`src/rtl/mmio_uart_tx_if.sv`:
```
// Data-memory bus slice seen by the MMIO UART transmitter.
// The core drives address, store data and the strobes, and the UART returns the load data.
interface mmio_uart_tx_if;
    logic [31:0] addr;
    logic [31:0] wdata;
    logic        mem_write;
    logic        mem_read;
    logic [31:0] rdata;

    modport master (output addr, output wdata, output mem_write, output mem_read, input rdata);
    modport slave  (input addr, input wdata, input mem_write, input mem_read, output rdata);
endinterface

```
`src/rtl/mmio_uart_tx.sv`:
```
// Memory-mapped 8N1 UART transmitter: TXDATA stores feed a FIFO that is serialised LSB first.
// STATUS exposes the FIFO state, the busy flag and a sticky overflow flag.
module mmio_uart_tx #(
    parameter int unsigned CLK_DIV    = 16,
    parameter int unsigned FIFO_DEPTH = 8,
    parameter logic [31:0] BASE_ADDR  = 32'h0000_0400
) (
    input  logic                 clk,
    input  logic                 reset,
    mmio_uart_tx_if.slave        bus,
    output logic                 tx,
    output logic                 busy
);
    localparam int unsigned TW = (CLK_DIV > 1) ? $clog2(CLK_DIV) : 1;
    localparam int unsigned PW = $clog2(FIFO_DEPTH);

    typedef enum logic [1:0] {StIdle, StStart, StData, StStop} state_e;

    state_e          state_q, state_d;
    logic [TW-1:0]   timer_q, timer_d;
    logic [2:0]      idx_q, idx_d;
    logic [7:0]      shift_q, shift_d;
    logic            tx_q, tx_d;
    logic            ovf_q;
    logic [7:0]      mem_q [FIFO_DEPTH];
    logic [PW-1:0]   wptr_q, rptr_q;
    logic [PW:0]     count_q;

    logic hit, full, empty, push, pop, bit_end;
    logic [31:0] status;

    assign hit     = (bus.addr[31:3] == BASE_ADDR[31:3]);
    assign full    = (count_q == (PW+1)'(FIFO_DEPTH));
    assign empty   = (count_q == '0);
    // Full is judged on the pre-edge count, so a pop on the same edge does not rescue the write.
    assign push    = hit & bus.mem_write & ~bus.addr[2] & ~full;
    assign bit_end = (timer_q == TW'(CLK_DIV - 1));
    assign busy    = (state_q != StIdle) | ~empty;
    assign tx      = tx_q;
    assign status  = {28'b0, ovf_q, busy, empty, full};

    assign bus.rdata = (hit && bus.mem_read && bus.addr[2]) ? status : 32'h0;

    logic unused;
    assign unused = ^{bus.wdata[31:8], bus.addr[1:0]};

    always_comb begin
        state_d = state_q;
        timer_d = timer_q;
        idx_d   = idx_q;
        shift_d = shift_q;
        pop     = 1'b0;
        unique case (state_q)
            StIdle: begin
                if (!empty) begin
                    pop     = 1'b1;
                    shift_d = mem_q[rptr_q];
                    timer_d = '0;
                    state_d = StStart;
                end
            end
            StStart: begin
                if (bit_end) begin
                    timer_d = '0;
                    idx_d   = '0;
                    state_d = StData;
                end else begin
                    timer_d = timer_q + TW'(1);
                end
            end
            StData: begin
                if (bit_end) begin
                    timer_d = '0;
                    shift_d = shift_q >> 1;
                    if (idx_q == 3'd7) begin
                        state_d = StStop;
                    end else begin
                        idx_d = idx_q + 3'd1;
                    end
                end else begin
                    timer_d = timer_q + TW'(1);
                end
            end
            StStop: begin
                if (bit_end) begin
                    timer_d = '0;
                    // Chain straight into the next start bit so queued bytes leave no idle gap.
                    if (!empty) begin
                        pop     = 1'b1;
                        shift_d = mem_q[rptr_q];
                        state_d = StStart;
                    end else begin
                        state_d = StIdle;
                    end
                end else begin
                    timer_d = timer_q + TW'(1);
                end
            end
            default: state_d = StIdle;
        endcase

        unique case (state_d)
            StStart: tx_d = 1'b0;
            StData:  tx_d = shift_d[0];
            default: tx_d = 1'b1;
        endcase
    end

    always_ff @(posedge clk or posedge reset) begin
        if (reset) begin
            state_q <= StIdle;
            timer_q <= '0;
            idx_q   <= '0;
            shift_q <= '0;
            tx_q    <= 1'b1;
            ovf_q   <= 1'b0;
            wptr_q  <= '0;
            rptr_q  <= '0;
            count_q <= '0;
        end else begin
            state_q <= state_d;
            timer_q <= timer_d;
            idx_q   <= idx_d;
            shift_q <= shift_d;
            tx_q    <= tx_d;
            if (hit && bus.mem_write && !bus.addr[2] && full) begin
                ovf_q <= 1'b1;
            end else if (hit && bus.mem_write && bus.addr[2] && bus.wdata[3]) begin
                ovf_q <= 1'b0;
            end
            if (push) wptr_q <= wptr_q + PW'(1);
            if (pop)  rptr_q <= rptr_q + PW'(1);
            if (push && !pop) begin
                count_q <= count_q + (PW+1)'(1);
            end else if (pop && !push) begin
                count_q <= count_q - (PW+1)'(1);
            end
        end
    end

    always_ff @(posedge clk) begin
        if (push) mem_q[wptr_q] <= bus.wdata[7:0];
    end
endmodule

```
`src/flat_wrapper.sv`:
```
// flat-port wrapper written by rule: the top's interface ports become plain ports
module mmio_uart_tx_flat 
#(
    parameter int unsigned CLK_DIV    = 16,
    parameter int unsigned FIFO_DEPTH = 8,
    parameter logic [31:0] BASE_ADDR  = 32'h0000_0400
)
  (clk, reset, tx, busy, bus_addr, bus_wdata, bus_mem_write, bus_mem_read, bus_rdata);
  mmio_uart_tx_if bus_i ();
  input  logic clk;
  input  logic reset;
  output logic tx;
  output logic busy;
  input wire logic [$bits(bus_i.addr)-1:0] bus_addr;
  input wire logic [$bits(bus_i.wdata)-1:0] bus_wdata;
  input wire logic [$bits(bus_i.mem_write)-1:0] bus_mem_write;
  input wire logic [$bits(bus_i.mem_read)-1:0] bus_mem_read;
  output wire logic [$bits(bus_i.rdata)-1:0] bus_rdata;
  assign bus_i.addr = bus_addr;
  assign bus_i.wdata = bus_wdata;
  assign bus_i.mem_write = bus_mem_write;
  assign bus_i.mem_read = bus_mem_read;
  assign bus_rdata = bus_i.rdata;
  mmio_uart_tx #(.CLK_DIV(CLK_DIV), .FIFO_DEPTH(FIFO_DEPTH), .BASE_ADDR(BASE_ADDR)) u_core (.clk(clk), .reset(reset), .bus(bus_i), .tx(tx), .busy(busy));
endmodule
```
`config.mk`:
```
export PLATFORM = sky130hd
export DESIGN_NAME = mmio_uart_tx_flat
export DESIGN_NICKNAME = d
export VERILOG_FILES = /design/src/rtl/mmio_uart_tx_if.sv /design/src/rtl/mmio_uart_tx.sv /design/src/flat_wrapper.sv
export SDC_FILE = /design/constraint.sdc
export NUM_CORES = 1
export LEC_CHECK = 0
export CORE_ASPECT_RATIO = 1.75
export CORE_MARGIN = 2
export CORE_UTILIZATION = 54
export CTS_CLUSTER_DIAMETER = 80
export CTS_CLUSTER_SIZE = 16
export DETAILED_ROUTE_END_ITERATION = 16
export GPL_TIMING_DRIVEN = 0
export PLACE_DENSITY = 0.84
export RECOVER_POWER = 100
export SLEW_MARGIN = 30
export SYNTH_ARGS = -nofsm -noshare
export SYNTH_HDL_FRONTEND = slang
export SYNTH_SLANG_ARGS = --single-unit
```
`constraint.sdc`:
```
create_clock -name clk -period 6.13 [get_ports clk]
set_clock_uncertainty 0.1 [all_clocks]
set_input_delay 1.5325 -clock clk [delete_from_list [all_inputs] [get_ports clk]]
set_output_delay 1.5325 -clock clk [all_outputs]
set_load 0.005 [all_outputs]
```
==> out/results.tsv, run 1 <==
metric	value	unit
outcome	finished, violations left	
violations	max-capacitance violations	
worstHoldStart	u_core.timer_q[1]	
clkPwrFrac	0.435	
fin_tns_setup	0	ns
cp_slowest_cell	nor3_1	
core	7910	µm²
post_cts_buffers	0	
synth_area_leaders	edfxtp_1 (44%), dfrtp_1 (16%), mux4_2 (7.2%)	
p_sw	257	µW
rows	43	
grt_pass1_wl	12900	µm
p_comb_frac	0.041	
vias	2704	
path_cells	dlygate4sd3_1, nor4_1, nand4_1, nor4b_1, nand2_1, nor3_1	
crit_fanout	8	
synth-main-ff-cell	edfxtp_1	
cts.sinks	93	
cts_resized	0	
hold_viol_final	0	
synth_edf_count	64	
ys_warn_count	0	
cp-start-kind	input port	
io_pins	102	
cpPeakStageDelay	1.18	ns
r2r_start	u_core.count_q[0]	
netlist.area_leader.share	0.439	
ys_ff_latch	93	
cts_max_level	3	
first_iter_violations	156	
drive_above_1_share	0.179	
syn_to_final_growth	21.9	%
fmax	188	MHz
antenna_found_initial	0	
p_int	1030	µW
finalSetupViolCount	0	
nNetsFinal	473	
clk_latency	0.34	ns
dp_hpwl	5850	µm
grt_pass1_vias	2637	
period_needed	5.33	ns
fillers	565	
post-synth-top-area-cell	edfxtp_1	
seq_area_frac_synth	0.605	
die_h	123	µm
worst_pin_slew	1.48	ns
clk_pin_slew	0.07	ns
antenna_cells	0	
critPathKind	in2reg	
min_period_over_period	0.869	
grt_max_degree	30	
worstPathArrival	5.18	ns
gp_congestion	0.809	
avgViaCountPerCell	5.56	
synthCells	306	
track_usage	0.199	
cts_tree	built	
slew_headroom	0.00523	
cts_buffer_depth	2	
swShare	0.200	
fin_cells	486	
hold_buffers	0	
grt_overflow	0	
rsz0062_at_grt	false	
maxCapViolations	1	
slew_violations	0	
synth.most_common_cell	edfxtp_1	
wl_per_cell	16.5	µm
vdd_drop_max	0.000228	V
worst_ep_required_time	5.98	ns
final_util	0.675	
dp.cells	470	
ant_nets	0	
critical_path.startpoint	bus_addr[4]	
port_buffers	47	
cp-end-kind	flip-flop	
drc	0	
seqPwrFrac	0.524	
hp-class	reg2reg	
dieWidth	72.1	µm
synthTopCellsByCount	edfxtp_1 (64), buf_4 (28), dfrtp_1 (28), nor2_1 (17), mux4_2 (14)	
cts-buffers-inserted	9	
power.leakage	0.00205	µW
dieArea	8880	µm²
synth_area	4380	µm²
cts_root_buf	clkbuf_16	
ys_types	51	
wl	8040	µm
start_util	0.554	
drt_pass1_iterations	4	
powerDensity	240	nW/µm²
final.setup.worst_slack	0.801	ns
async_flop_share	0.312	
pre_cts_ws	0.967	ns
syn_avg_cell_area	14.3	µm²
==> state kept, by name, indices dropped and copies added, names as in the netlist, 2 cells and up <==
name and flops:
u_core.count_q 4, u_core.wptr_q 3, u_core.idx_q 3, u_core.mem_q 64, u_core.rptr_q 3, u_core.shift_q 8
u_core.timer_q 4, u_core.state_q 2
==> area by class of cell <==
| class | instances | area, µm² | share of cell area |
|---|---|---|---|
| plain buffers | 37 | 248 | 0.0464 |
| inverters | 10 | 37.5 | 0.00703 |
| well taps | 90 | 113 | 0.0211 |
| clock buffers | 9 | 225 | 0.0422 |
| repair buffers | 47 | 470 | 0.0881 |
| multi-input cells | 193 | 1520 | 0.284 |
| flip-flops and latches | 93 | 2650 | 0.496 |
| clock inverters | 7 | 82.6 | 0.0155 |
==> power by group through the flow <==
stage / Clock (µW) / Sequential [µW] / Combinational, µW
final: 559 / 672 / 53.1
after global routing: 601 / 672 / 58.3
after CTS: 569 / 672 / 54.5
after detailed placement: 0 / 685 / 54.4
after global placement: 0 / 685 / 53.1
after floorplan: 0 / 686 / 21.8
==> final timing paths <==
path,to,slack [ns],cells past startpoint
setup / recovery,u_core.mem_q[4][2],0.80,6
hold / removal,u_core.timer_q[1],0.41,2
setup reg to reg,u_core.mem_q[4][2],2.48,5
hold reg to reg,u_core.timer_q[1],0.41,2
max in group asynchronous,u_core.shift_q[1],3.44,2
min in group asynchronous,u_core.timer_q[3],1.81,2
==> cell usage in the layout, fill, tap and decap left out, types with 7 or more instances in the layout <==
master,instances
mux2i_1,10
nor4_1,8
clkbuf_16,9
inv_1,9
dfrtp_1,28
dlygate4sd3_1,15
conb_1,28
buf_4,28
o21ai_0,12
clkdlybuf4s50_1,32
mux4_2,14
nand2_1,12
ha_1,13
a22oi_1,7
nor2_1,17
nor3_1,8
edfxtp_1,64
a22o_1,7
==> cells by family (layout without fill, tap and decap cells) <==
logic type,count (synthesis),after routing,share of synthesized area
and+or+nand+nor,68,68,0.0903
adders and majority gates,14,14,0.0417
other,1,28,0.000856
buffers and inverters,47,110,0.0654
xor gates and xnor gates,8,8,0.0160
muxes,29,29,0.108
DFF,93,93,0.605
AOI/OAI and AO/OA,46,46,0.0734
==> through the flow <==
| step | cell area, µm² | hold slack [ns] | power, µW |
|---|---|---|---|
| final | 5340 | 0.408 | 1280 |
| after global routing | 5340 | 0.436 | 1330 |
| after CTS | 5380 | 0.410 | 1300 |
| after detailed placement | 5070 | 0.392 | 740 |
| after global placement | 5060 | 0.389 | 739 |
| after floorplan | 4480 | 0.350 | 707 |
==> per-layer routing <==
metal	share of wire	GRT usage	vias to the layer above
met5	0	0	-
met4	0.017	0.0814	0
met3	0.036	0.0562	13
met2	0.57	0.361	63
met1	0.37	0.214	1342
li1	-	-	1286
==> critical path, delay by kind of cell <==
family,cells,cell delay [ns]
simple gates,5,3.09
buf+inv,1,0.54
Note: power is estimated with default switching activity, not from simulation.
==> run 2: changes to the inputs <==
--- a/config.mk
+++ b/config.mk
@@ -12,6 +12,7 @@
 export CTS_CLUSTER_SIZE = 16
 export DETAILED_ROUTE_END_ITERATION = 16
 export GPL_TIMING_DRIVEN = 0
+export HOLD_SLACK_MARGIN = 0.12
 export PLACE_DENSITY = 0.84
 export RECOVER_POWER = 100
 export SLEW_MARGIN = 30
==> results of run 2 <==
No change in the layout: final DEF, timing and power equal those of run 1.
